--- config.mk ---
export PLATFORM = sky130hd
export DESIGN_NAME = uart_tx_frame_gen_flat
export DESIGN_NICKNAME = d
export VERILOG_FILES = /design/src/rtl/uart_tx_frame_gen_if.sv /design/src/rtl/uart_tx_frame_gen.sv /design/src/flat_wrapper.sv
export SDC_FILE = /design/constraint.sdc
export NUM_CORES = 1
export LEC_CHECK = 0
export CORE_UTILIZATION = 55
export DETAILED_ROUTE_END_ITERATION = 8
export GPL_ROUTABILITY_DRIVEN = 0
export PLACE_DENSITY_LB_ADDON = 0.12
export SETUP_SLACK_MARGIN = 0.2
export SYNTH_ARGS = -nofsm -noshare
export SYNTH_HDL_FRONTEND = slang
export SYNTH_SLANG_ARGS = --single-unit
--- constraint.sdc ---
create_clock -name CLK -period 4.7 [get_ports CLK]
set_input_delay 0.705 -clock CLK [delete_from_list [all_inputs] [get_ports CLK]]
set_output_delay 0.705 -clock CLK [all_outputs]
set_load 0.05 [all_outputs]
--- src/rtl/uart_tx_frame_gen_if.sv ---
// ---------------------------------------------------------------------------
// uart_tx_frame_gen_if
// Write-side handshake bundle for the UART frame transmitter.
//   DIN_DATA  word to transmit           (master -> slave)
//   DIN_VLD   write request              (master -> slave)
//   DIN_RDY   FIFO can accept a word     (slave  -> master)
// A word transfers on a CLK edge where DIN_VLD and DIN_RDY are both high.
// ---------------------------------------------------------------------------
interface uart_tx_frame_gen_if #(
   parameter int unsigned DATA_WIDTH = 8
);

   logic [DATA_WIDTH-1:0] DIN_DATA;
   logic                  DIN_VLD;
   logic                  DIN_RDY;

   modport master (
      output DIN_DATA,
      output DIN_VLD,
      input  DIN_RDY
   );

   modport slave (
      input  DIN_DATA,
      input  DIN_VLD,
      output DIN_RDY
   );

endinterface

--- src/rtl/uart_tx_frame_gen.sv ---
// ---------------------------------------------------------------------------
// uart_tx_frame_gen
// Buffers parallel words in a small FIFO and serialises each as a UART frame:
// start bit, DATA_WIDTH data bits LSB-first, optional even/odd parity, then
// STOP_BITS stop bits. Every bit lasts CLKS_PER_BIT clocks. Frames stream
// back-to-back while the FIFO holds data.
//
// Ports
//   CLK       clock (UART clock domain)
//   RST       synchronous active-low reset
//   din       write handshake (DIN_DATA / DIN_VLD / DIN_RDY), slave side
//   PAR_EN    parity enable, sampled at frame start
//   PAR_TYP   parity type (0 even, 1 odd), sampled at frame start
//   TX_OUT    serial line, idles high
//   BUSY      frame in progress
//   FIFO_CNT  current FIFO occupancy
//
// Build option
//   UART_TX_FRAME_GAP_EN  when defined, GAP_BITS idle bit-times (TX_OUT high,
//                         BUSY high) follow the stop bits of every frame.
// ---------------------------------------------------------------------------
module uart_tx_frame_gen #(
   parameter int unsigned DATA_WIDTH   = 8,
   parameter int unsigned DEPTH        = 4,
   parameter int unsigned CLKS_PER_BIT = 8,
   parameter int unsigned STOP_BITS    = 1,
   parameter int unsigned GAP_BITS     = 2
) (
   input  logic                       CLK,
   input  logic                       RST,
   uart_tx_frame_gen_if.slave         din,
   input  logic                       PAR_EN,
   input  logic                       PAR_TYP,
   output logic                       TX_OUT,
   output logic                       BUSY,
   output logic [$clog2(DEPTH+1)-1:0] FIFO_CNT
);

   localparam int unsigned PTR_W  = $clog2(DEPTH);
   localparam int unsigned CNT_W  = $clog2(DEPTH + 1);
   localparam int unsigned BCNT_W = $clog2(CLKS_PER_BIT);
   localparam int unsigned IDX_W  = $clog2(DATA_WIDTH);
`ifdef UART_TX_FRAME_GAP_EN
   localparam int unsigned GAP_CYCLES = GAP_BITS * CLKS_PER_BIT;
   localparam int unsigned GAP_W      = $clog2(GAP_CYCLES);
`endif

   // Elaboration-time parameter sanity checks
   if (DATA_WIDTH < 5 || DATA_WIDTH > 9) begin : g_bad_data_width
      $error("uart_tx_frame_gen: DATA_WIDTH must be 5..9");
   end
   if (DEPTH < 2 || (DEPTH & (DEPTH - 1)) != 0) begin : g_bad_depth
      $error("uart_tx_frame_gen: DEPTH must be a power of 2, at least 2");
   end
   if (CLKS_PER_BIT < 2) begin : g_bad_clks
      $error("uart_tx_frame_gen: CLKS_PER_BIT must be at least 2");
   end
   if (STOP_BITS < 1 || STOP_BITS > 2) begin : g_bad_stop
      $error("uart_tx_frame_gen: STOP_BITS must be 1 or 2");
   end
   if (GAP_BITS < 1) begin : g_bad_gap
      $error("uart_tx_frame_gen: GAP_BITS must be at least 1");
   end

   typedef enum logic [2:0] {
      S_IDLE,
      S_START,
      S_DATA,
      S_PARITY,
      S_STOP
`ifdef UART_TX_FRAME_GAP_EN
      , S_GAP
`endif
   } state_t;

   // FIFO storage and bookkeeping
   logic [DATA_WIDTH-1:0] r_mem [DEPTH];
   logic [PTR_W-1:0]      r_wr_ptr;
   logic [PTR_W-1:0]      r_rd_ptr;
   logic [CNT_W-1:0]      r_cnt;

   // Serialiser state
   state_t                r_state;
   logic [BCNT_W-1:0]     r_bit_cnt;
   logic [IDX_W-1:0]      r_idx;
   logic                  r_stop_cnt;
   logic [DATA_WIDTH-1:0] r_shift;
   logic                  r_par;
   logic                  r_par_en;
   logic                  r_tx;
   logic                  r_busy;
`ifdef UART_TX_FRAME_GAP_EN
   logic [GAP_W-1:0]      r_gap_cnt;
`endif

   logic                  w_full;
   logic                  w_empty;
   logic                  w_push;
   logic                  w_pop;
   logic                  w_bit_end;
   logic                  w_data_last;
   logic                  w_stop_last;
   logic [DATA_WIDTH-1:0] w_head;
   logic                  w_head_par;
`ifdef UART_TX_FRAME_GAP_EN
   logic                  w_gap_end;
`endif

   assign w_full      = (r_cnt == CNT_W'(DEPTH));
   assign w_empty     = (r_cnt == '0);
   assign w_bit_end   = (r_bit_cnt == BCNT_W'(CLKS_PER_BIT - 1));
   assign w_data_last = (r_idx == IDX_W'(DATA_WIDTH - 1));
   assign w_stop_last = (r_stop_cnt == 1'(STOP_BITS - 1));
   assign w_head      = r_mem[r_rd_ptr];
   // Even parity is the XOR of the data; odd parity is its inverse.
   assign w_head_par  = (^w_head) ^ PAR_TYP;
`ifdef UART_TX_FRAME_GAP_EN
   assign w_gap_end   = (r_gap_cnt == GAP_W'(GAP_CYCLES - 1));
`endif

   // Ready is held low during reset so no write can slip into a flushing FIFO.
   assign din.DIN_RDY = RST & ~w_full;
   assign w_push      = din.DIN_VLD & din.DIN_RDY;

   // Pop the head word whenever a new frame is about to start.
   always_comb begin
      w_pop = 1'b0;
      case (r_state)
         S_IDLE:  w_pop = ~w_empty;
`ifdef UART_TX_FRAME_GAP_EN
         S_GAP:   w_pop = w_gap_end & ~w_empty;
`else
         S_STOP:  w_pop = w_bit_end & w_stop_last & ~w_empty;
`endif
         default: w_pop = 1'b0;
      endcase
   end

   // FIFO storage, written only on an accepted push
   always_ff @(posedge CLK) begin
      if (w_push) begin
         r_mem[r_wr_ptr] <= din.DIN_DATA;
      end
   end

   // FIFO pointers/occupancy and frame FSM
   always_ff @(posedge CLK) begin
      if (!RST) begin
         r_wr_ptr   <= '0;
         r_rd_ptr   <= '0;
         r_cnt      <= '0;
         r_state    <= S_IDLE;
         r_bit_cnt  <= '0;
         r_idx      <= '0;
         r_stop_cnt <= 1'b0;
         r_shift    <= '0;
         r_par      <= 1'b0;
         r_par_en   <= 1'b0;
         r_tx       <= 1'b1;
         r_busy     <= 1'b0;
`ifdef UART_TX_FRAME_GAP_EN
         r_gap_cnt  <= '0;
`endif
      end else begin
         // Pointers wrap naturally because DEPTH is a power of 2.
         if (w_push) begin
            r_wr_ptr <= r_wr_ptr + 1'b1;
         end
         if (w_pop) begin
            r_rd_ptr <= r_rd_ptr + 1'b1;
         end
         if (w_push && !w_pop) begin
            r_cnt <= r_cnt + 1'b1;
         end else if (!w_push && w_pop) begin
            r_cnt <= r_cnt - 1'b1;
         end

         // Frame parameters are captured with the word so that mid-frame
         // changes on PAR_EN/PAR_TYP only affect later frames.
         if (w_pop) begin
            r_shift  <= w_head;
            r_par_en <= PAR_EN;
            r_par    <= w_head_par;
         end

         case (r_state)
            S_IDLE: begin
               r_tx   <= 1'b1;
               r_busy <= 1'b0;
               if (w_pop) begin
                  r_state   <= S_START;
                  r_tx      <= 1'b0;
                  r_busy    <= 1'b1;
                  r_bit_cnt <= '0;
               end
            end

            S_START: begin
               if (w_bit_end) begin
                  r_bit_cnt <= '0;
                  r_idx     <= '0;
                  r_state   <= S_DATA;
                  r_tx      <= r_shift[0];
               end else begin
                  r_bit_cnt <= r_bit_cnt + 1'b1;
               end
            end

            S_DATA: begin
               if (w_bit_end) begin
                  r_bit_cnt <= '0;
                  if (w_data_last) begin
                     if (r_par_en) begin
                        r_state <= S_PARITY;
                        r_tx    <= r_par;
                     end else begin
                        r_state    <= S_STOP;
                        r_tx       <= 1'b1;
                        r_stop_cnt <= 1'b0;
                     end
                  end else begin
                     // Next data bit is shift[1]; the shift exposes it at [0].
                     r_idx   <= r_idx + 1'b1;
                     r_shift <= r_shift >> 1;
                     r_tx    <= r_shift[1];
                  end
               end else begin
                  r_bit_cnt <= r_bit_cnt + 1'b1;
               end
            end

            S_PARITY: begin
               if (w_bit_end) begin
                  r_bit_cnt  <= '0;
                  r_state    <= S_STOP;
                  r_tx       <= 1'b1;
                  r_stop_cnt <= 1'b0;
               end else begin
                  r_bit_cnt <= r_bit_cnt + 1'b1;
               end
            end

            S_STOP: begin
               r_tx <= 1'b1;
               if (w_bit_end) begin
                  r_bit_cnt <= '0;
                  if (!w_stop_last) begin
                     r_stop_cnt <= r_stop_cnt + 1'b1;
                  end else begin
`ifdef UART_TX_FRAME_GAP_EN
                     r_state   <= S_GAP;
                     r_gap_cnt <= '0;
`else
                     // Zero-idle streaming: the next start bit follows directly.
                     if (w_pop) begin
                        r_state <= S_START;
                        r_tx    <= 1'b0;
                     end else begin
                        r_state <= S_IDLE;
                        r_busy  <= 1'b0;
                     end
`endif
                  end
               end else begin
                  r_bit_cnt <= r_bit_cnt + 1'b1;
               end
            end

`ifdef UART_TX_FRAME_GAP_EN
            S_GAP: begin
               r_tx <= 1'b1;
               if (w_gap_end) begin
                  r_gap_cnt <= '0;
                  if (w_pop) begin
                     r_state   <= S_START;
                     r_tx      <= 1'b0;
                     r_bit_cnt <= '0;
                  end else begin
                     r_state <= S_IDLE;
                     r_busy  <= 1'b0;
                  end
               end else begin
                  r_gap_cnt <= r_gap_cnt + 1'b1;
               end
            end
`endif

            default: begin
               r_state <= S_IDLE;
               r_tx    <= 1'b1;
               r_busy  <= 1'b0;
            end
         endcase
      end
   end

   assign TX_OUT   = r_tx;
   assign BUSY     = r_busy;
   assign FIFO_CNT = r_cnt;

endmodule

--- src/flat_wrapper.sv ---
// flat-port wrapper written by rule: the top's interface ports become plain ports
module uart_tx_frame_gen_flat 
#(
   parameter int unsigned DATA_WIDTH   = 8,
   parameter int unsigned DEPTH        = 4,
   parameter int unsigned CLKS_PER_BIT = 8,
   parameter int unsigned STOP_BITS    = 1,
   parameter int unsigned GAP_BITS     = 2
)
  (CLK, RST, PAR_EN, PAR_TYP, TX_OUT, BUSY, FIFO_CNT, din_DIN_DATA, din_DIN_VLD, din_DIN_RDY);
  uart_tx_frame_gen_if #(.DATA_WIDTH(DATA_WIDTH)) din_i ();
  input  logic CLK;
  input  logic RST;
  input  logic PAR_EN;
  input  logic PAR_TYP;
  output logic TX_OUT;
  output logic BUSY;
  output logic [$clog2(DEPTH+1)-1:0] FIFO_CNT;
  input wire logic [$bits(din_i.DIN_DATA)-1:0] din_DIN_DATA;
  input wire logic [$bits(din_i.DIN_VLD)-1:0] din_DIN_VLD;
  output wire logic [$bits(din_i.DIN_RDY)-1:0] din_DIN_RDY;
  assign din_i.DIN_DATA = din_DIN_DATA;
  assign din_i.DIN_VLD = din_DIN_VLD;
  assign din_DIN_RDY = din_i.DIN_RDY;
  uart_tx_frame_gen #(.DATA_WIDTH(DATA_WIDTH), .DEPTH(DEPTH), .CLKS_PER_BIT(CLKS_PER_BIT), .STOP_BITS(STOP_BITS), .GAP_BITS(GAP_BITS)) u_core (.CLK(CLK), .RST(RST), .din(din_i), .PAR_EN(PAR_EN), .PAR_TYP(PAR_TYP), .TX_OUT(TX_OUT), .BUSY(BUSY), .FIFO_CNT(FIFO_CNT));
endmodule
* Yosys cells after proc, flatten, opt, wreduce, memory -nomap -nowiden
Memory sizes are Yosys's and may differ from the RTL's. A register that Yosys moved wholly into a read port is not among the register bits.
Cells that the tools add are included.
** Word-level totals
- Register bits after elaboration :: 29
- RAM bits :: 32
- Memories :: 1
** Memories
- u_core.r_mem :: words 4, bits a word 8, rd ports 1, clocked after memory_dff 1, write ports 1, RTL line uart_tx_frame_gen.sv:77 : logic [DATA_WIDTH-1:0] r_mem [DEPTH];
** Cells by class
- $add $sub $neg :: 7
- Equal/unequal tests :: 17
- Muxes and demuxes :: 49
- Bitwise gates (word level) :: 9
- Reduce and logical (&&, ||, !) cells :: 19
** Operator list (count)
- 3-bit 2-to-1 mux :: 15
- 8-bit 2-to-1 mux :: 4
- 1-bit 2-to-1 mux :: 21
- 3-bit one-hot mux with 5 select lines :: 1
- 3-bit == test, second input constant :: 4
- 2-bit by 1-bit inequality test with 1-bit output, second input constant :: 6
- 3-bit one-hot mux with 2 select lines :: 2
- 3-bit by 1-bit adder with 3-bit output, second input constant :: 3
- 2-bit inequality test, second input constant :: 4
- 4-bit AND reduction :: 2
- 8-bit parity :: 1
- 7-bit AND reduction :: 1
- 3-bit by 2-bit == test with 1-bit output, second input constant :: 2
- 3-bit zero test :: 2
- 1-bit one-hot mux with 3 select lines :: 2
- 6-bit AND reduction :: 1
- 2-bit nonzero test :: 3
- 1-bit one-hot mux with 5 select lines :: 1
- 2-bit by 1-bit adder with 2-bit output, second input constant :: 2
- 1-bit bitwise AND :: 4
- 2-bit 2-to-1 mux :: 2
- 1-bit NOT :: 4
- 4-bit OR reduction :: 1
- 3-bit by 1-bit == test with 1-bit output, second input constant :: 1
- other kinds (10) :: 12

* Depth between registers and ports, before layout
- Word-level depth :: 8
- Mapped depth :: 12

* Worst setup path before layout
Ideal clock, no wire load.
- Path kind :: input to register
- Start :: input port RST
- End :: register u_core.r_cnt[2], in the netlist u_core.FIFO_CNT[2]
- Setup time :: 0.070 ns
- Arrival time :: 3.343 ns
- Required time :: 4.630 ns
- Path slack :: 1.286 ns
- Stages :: 10
- Buffers on the path :: 1
- Cell sequence :: clkinv_1 > a21oi_1 > and2_1 > clkbuf_1 > ha_1 > inv_1 > fa_1 > xor2_1 > or3_1 > a21oi_1
** Between the ends
- Word-level cells in the longest chain between the ends :: 5
- Elaborated cells between the ends (all ways) :: 7
- Those cells by class :: mux: 1; bitwise: 2; reduce/logical: 4
** RTL lines
- start, declared :: RTL line flat_wrapper.sv:13 : input logic RST;
- 1-bit bitwise AND * :: RTL line uart_tx_frame_gen.sv:122 : assign din.DIN_RDY = RST & ~w_full;
- net din_DIN_RDY :: RTL line flat_wrapper.sv:21 : output wire logic [$bits(din_i.DIN_RDY)-1:0] din_DIN_RDY;
- 1-bit bitwise AND * :: RTL line uart_tx_frame_gen.sv:123 : assign w_push = din.DIN_VLD & din.DIN_RDY;
- net u_core.w_push :: RTL line uart_tx_frame_gen.sv:98 : logic w_push;
- 1-bit zero test :: RTL line uart_tx_frame_gen.sv:174 : end else if (!w_push && w_pop) begin
- 1-bit logical AND :: RTL line uart_tx_frame_gen.sv:174
- 2-bit nonzero test (no source line)
- end signal, assigned :: RTL line uart_tx_frame_gen.sv:173 : r_cnt <= r_cnt + 1'b1;
- end signal, assigned :: RTL line uart_tx_frame_gen.sv:175 : r_cnt <= r_cnt - 1'b1;
- end, declared :: RTL line uart_tx_frame_gen.sv:80 : logic [CNT_W-1:0] r_cnt;
The timed path passes the listed nets; every way through them passes the cells marked *.
A chain may end at the register's enable or synchronous reset.

* Worst setup path after layout
- Start :: input port RST
- End :: output port din_DIN_RDY
** Between the ends
- Word-level cells in the longest chain between the ends :: 1
** RTL lines (RTL line)
- 1-bit bitwise AND :: uart_tx_frame_gen.sv:122
- end, declared :: flat_wrapper.sv:21
No other way between the ends.

==> results.py <==
metrics = {
    "drt": {
        "drt-wirelength-per-cell_um": 14.7,
        "drt_wl_total_mm": 4.76,
        "dr.first_iter.drc_count": 127,
        "drc": 0,
        "vias_per_cell": 5.52,
        "firstDrtPassIters": 4,
        "antenna_left": 0,
        "vias": 1784,
    },
    "clocking": {
        "cts_root_buf": "clkbuf_8",
        "cts-hold-fix-buffers": 0,
        "cts_inserted_buffers": 9,
        "clk_path_buf_depth": 2,
        "cts_setup_buffers": 0,
        "insertion_delay_ns": 0.34,
        "path_clk_slew_ns": 0.06,
        "cts_resized": 0,
        "cts_tree": "yes",
        "htreeDepth": 3,
        "clock_sinks": 62,
    },
    "synth": {
        "synthAdderAreaFrac": 0.0475,
        "yosysWarnings": 0,
        "synth.most_common_cell": "edfxtp_1",
        "yosysSeqAreaShare": 0.559,
        "yosys.area.top_type": "edfxtp_1",
        "synth_cell_types": 43,
        "synth_top_family_by_area": "simple AND/OR/NAND/NOR gates",
        "postSynthCellCount": 234,
        "synthFlopType": "edfxtp_1",
        "synthTopCellsByCount": "32 x edfxtp_1, 30 x dfxtp_1, 25 x nor2_1, 16 x a21oi_1, 13 x nand2_1",
        "yosys.area_share.simple": 0.129,
        "synth-xor-area-share": 0.0421,
        "synth_fp_nets": 257,
        "synth_area_sq_mm": 0.00279,
        "yosys-top-cells-area": "edfxtp_1 34%, dfxtp_1 21%, ha_1 4.0%, mux4_1 3.8%, nor2_1 3.4%",
        "async_flop_share": 0,
        "synth_edf_count": 32,
        "netlist.area_leader.share": 0.344,
        "avgSynthCellArea_sq_um": 11.9,
        "ys_ff_latch": 62,
        "synth-compound-area-share": 0.0940,
        "muxShareOfSynthArea": 0.0985,
    },
    "placement": {
        "dpl.hpwl_mm": 3.24,
        "io_buffer_count": 18,
    },
    "sta": {
        "setup_viol": 0,
        "fin_worst_skew_ns": 0.00678,
        "finalSetupTns_ns": 0,
        "relSlewSlack": 0.527,
        "rsz0062_at_grt": "false",
        "tightestPinTransition_ns": 0.709,
        "fmax_mhz": 300,
        "layout_min_cycle_time_ns": 3.33,
        "min_period_over_period": 0.708,
        "finalMaxSlewViolations": 0,
        "hold_violations": 0,
    },
    "pwr": {
        "p_sw_uw": 667,
        "clockPowerShare": 0.260,
        "power_frac_seq": 0.392,
        "max-vdd-ir-drop_mv": 0.358,
        "internal-power_uw": 1300,
        "p_leak_uw": 0.00117,
        "finalPower_uw": 1970,
        "switching_share": 0.339,
        "p_comb_frac": 0.348,
        "pwr_density_cell_mw_per_mm2": 609,
    },
    "hold_path": {
        "hold_class": "register to register",
        "hold_start": "u_core.r_shift[7]",
        "whs_path_depth": 2,
    },
    "finish": {
        "nets": 274,
        "drive_gt1_frac": 0.102,
        "diodes": 0,
        "area_growth_pct": 15.6,
    },
    "setup_path": {
        "worstSetupPathType": "input port to primary output",
        "cpMostUsedCell": "clkdlybuf4s50_1",
        "path_max_fanout": 7,
        "path_buf_inv": 3,
        "required_ns": 3.99,
        "rrSetupSlack_ns": 1.57,
        "r2r-start": "u_core.r_bit_cnt[0]",
        "crit_chain": "clkdlybuf4s50_1 -> clkinv_1 -> a21oi_1 -> clkdlybuf4s50_1",
        "critPathLaunchType": "input port",
        "endpoint_kind": "primary output",
        "path_depth": 4,
        "startpoint": "RST",
        "cpLargestDelayFamily": "buffers and inverters",
        "cpPeakStageDelay_ns": 0.87,
        "cpMaxStageDelayCell": "clkdlybuf4s50_1",
        "r2r_cells": 11,
        "worstPathArrival_ns": 2.62,
    },
    "grt": {
        "grt_first_pass_wirelength_mm": 8.12,
        "grt_overflow": 0,
        "grt_max_degree": 27,
        "grt_pass1_vias": 1704,
        "globalRouteTotalUtil": 0.212,
        "antenna_found_initial": 0,
    },
    "floorplanning": {
        "fp-row-count": 25,
        "coreArea_sq_mm": 0.00482,
        "io_pins": 19,
        "start_util": 0.580,
        "die_w_um": 73.3,
        "die_area_sq_mm": 0.00537,
        "die_y_um": 73.3,
    },
    "status": {
        "status": "finished, final reports clean",
    },
    "flow_run": {
        "maxCapViolations": 0,
    },
}
area by class of cell:
cell class                 instances  area [sq um]
timing repair buffer              19           188
fill                             378          1590
clock buffer                      11           141
sequential                        62          1560
multi-input combinational        152          1150
inverter                           7          26.3
tap                               67          83.8
clock inverter                     5          82.6
logic make-up (layout without fill, tap and decap cells):
family / Yosys count / after routing
DFF: 62 / 62
and+or+nand+nor: 73 / 73
muxes: 16 / 16
buffers and inverters: 20 / 42
xor gates and xnor gates: 11 / 11
AOI/OAI and AO/OA: 42 / 42
adders and majority gates: 10 / 10
routing by layer:
layer | part of all wire | track usage
met3 | 0.045 | 0.0823
met1 | 0.46 | 0.262
met4 | 0.015 | 0.0784
met5 | 0 | 0
met2 | 0.48 | 0.337
flip-flops by register name, indices dropped and copies added, names as in the netlist, named ones only:
name,count
u_core.r_mem,32
u_core.r_shift,8
u_core.FIFO_CNT,3
u_core.r_bit_cnt,3
u_core.r_idx,3
u_core.r_state,3
u_core.r_rd_ptr,2
u_core.r_wr_ptr,2
u_core.BUSY,1
u_core.TX_OUT,1
u_core.r_par,1
u_core.r_par_en,1
per-stage QoR:
| step | instances | util | cell area (sq um) | worst slack [ns] | hold WS (ns) |
|---|---|---|---|---|---|
| 6_report | 323 | 0.671 | 3230 | 1.37 | 0.456 |
| 5_1_grt | 323 | 0.671 | 3230 | 1.21 | 0.482 |
| 4_1_cts | 323 | 0.671 | 3230 | 1.35 | 0.456 |
| 3_5_place_dp | 307 | 0.624 | 3010 | 1.36 | 0.447 |
| 3_3_place_gp | 307 | 0.624 | 3010 | 1.36 | 0.444 |
| 2_1_floorplan | 234 | - | 2790 | 1.29 | 0.432 |
path summary, 6_finish.rpt:
path,end
setup / recovery,din_DIN_RDY
hold / removal,u_core.r_shift[7]
setup reg to reg,u_core.FIFO_CNT[2]
hold reg to reg,u_core.r_shift[7]
worst reg2reg max path, cell delays in order (launching register included):
cell,delay [ns]
dfxtp_1,0.39
ha_1,0.17
ha_1,0.35
nand2b_1,0.20
and3_1,0.63
inv_1,0.29
ha_1,0.29
inv_1,0.07
fa_1,0.17
xor2_1,0.07
or3_1,0.30
a21oi_1,0.13
power groups by stage:
stage                     sequential [uW]  combinational (uW)  clock (uW)
after floorplan                       779                 545           0
after CTS                             773                 688         522
after detailed placement              782                 682           0
after global placement                782                 674           0
after global routing                  789                 759         546
final                                 772                 684         511
layout by cell type (no fill, tap or decap), types with 8 or more instances in the layout:
| cell type | instances |
|---|---|
| a21oi_1 | 16 |
| nor2_1 | 25 |
| dfxtp_1 | 30 |
| nand2_1 | 13 |
| a211oi_1 | 11 |
| clkdlybuf4s50_1 | 18 |
| mux2i_1 | 8 |
| clkbuf_8 | 10 |
| ha_1 | 9 |
| edfxtp_1 | 32 |
(Power assumes the default switching activity.)
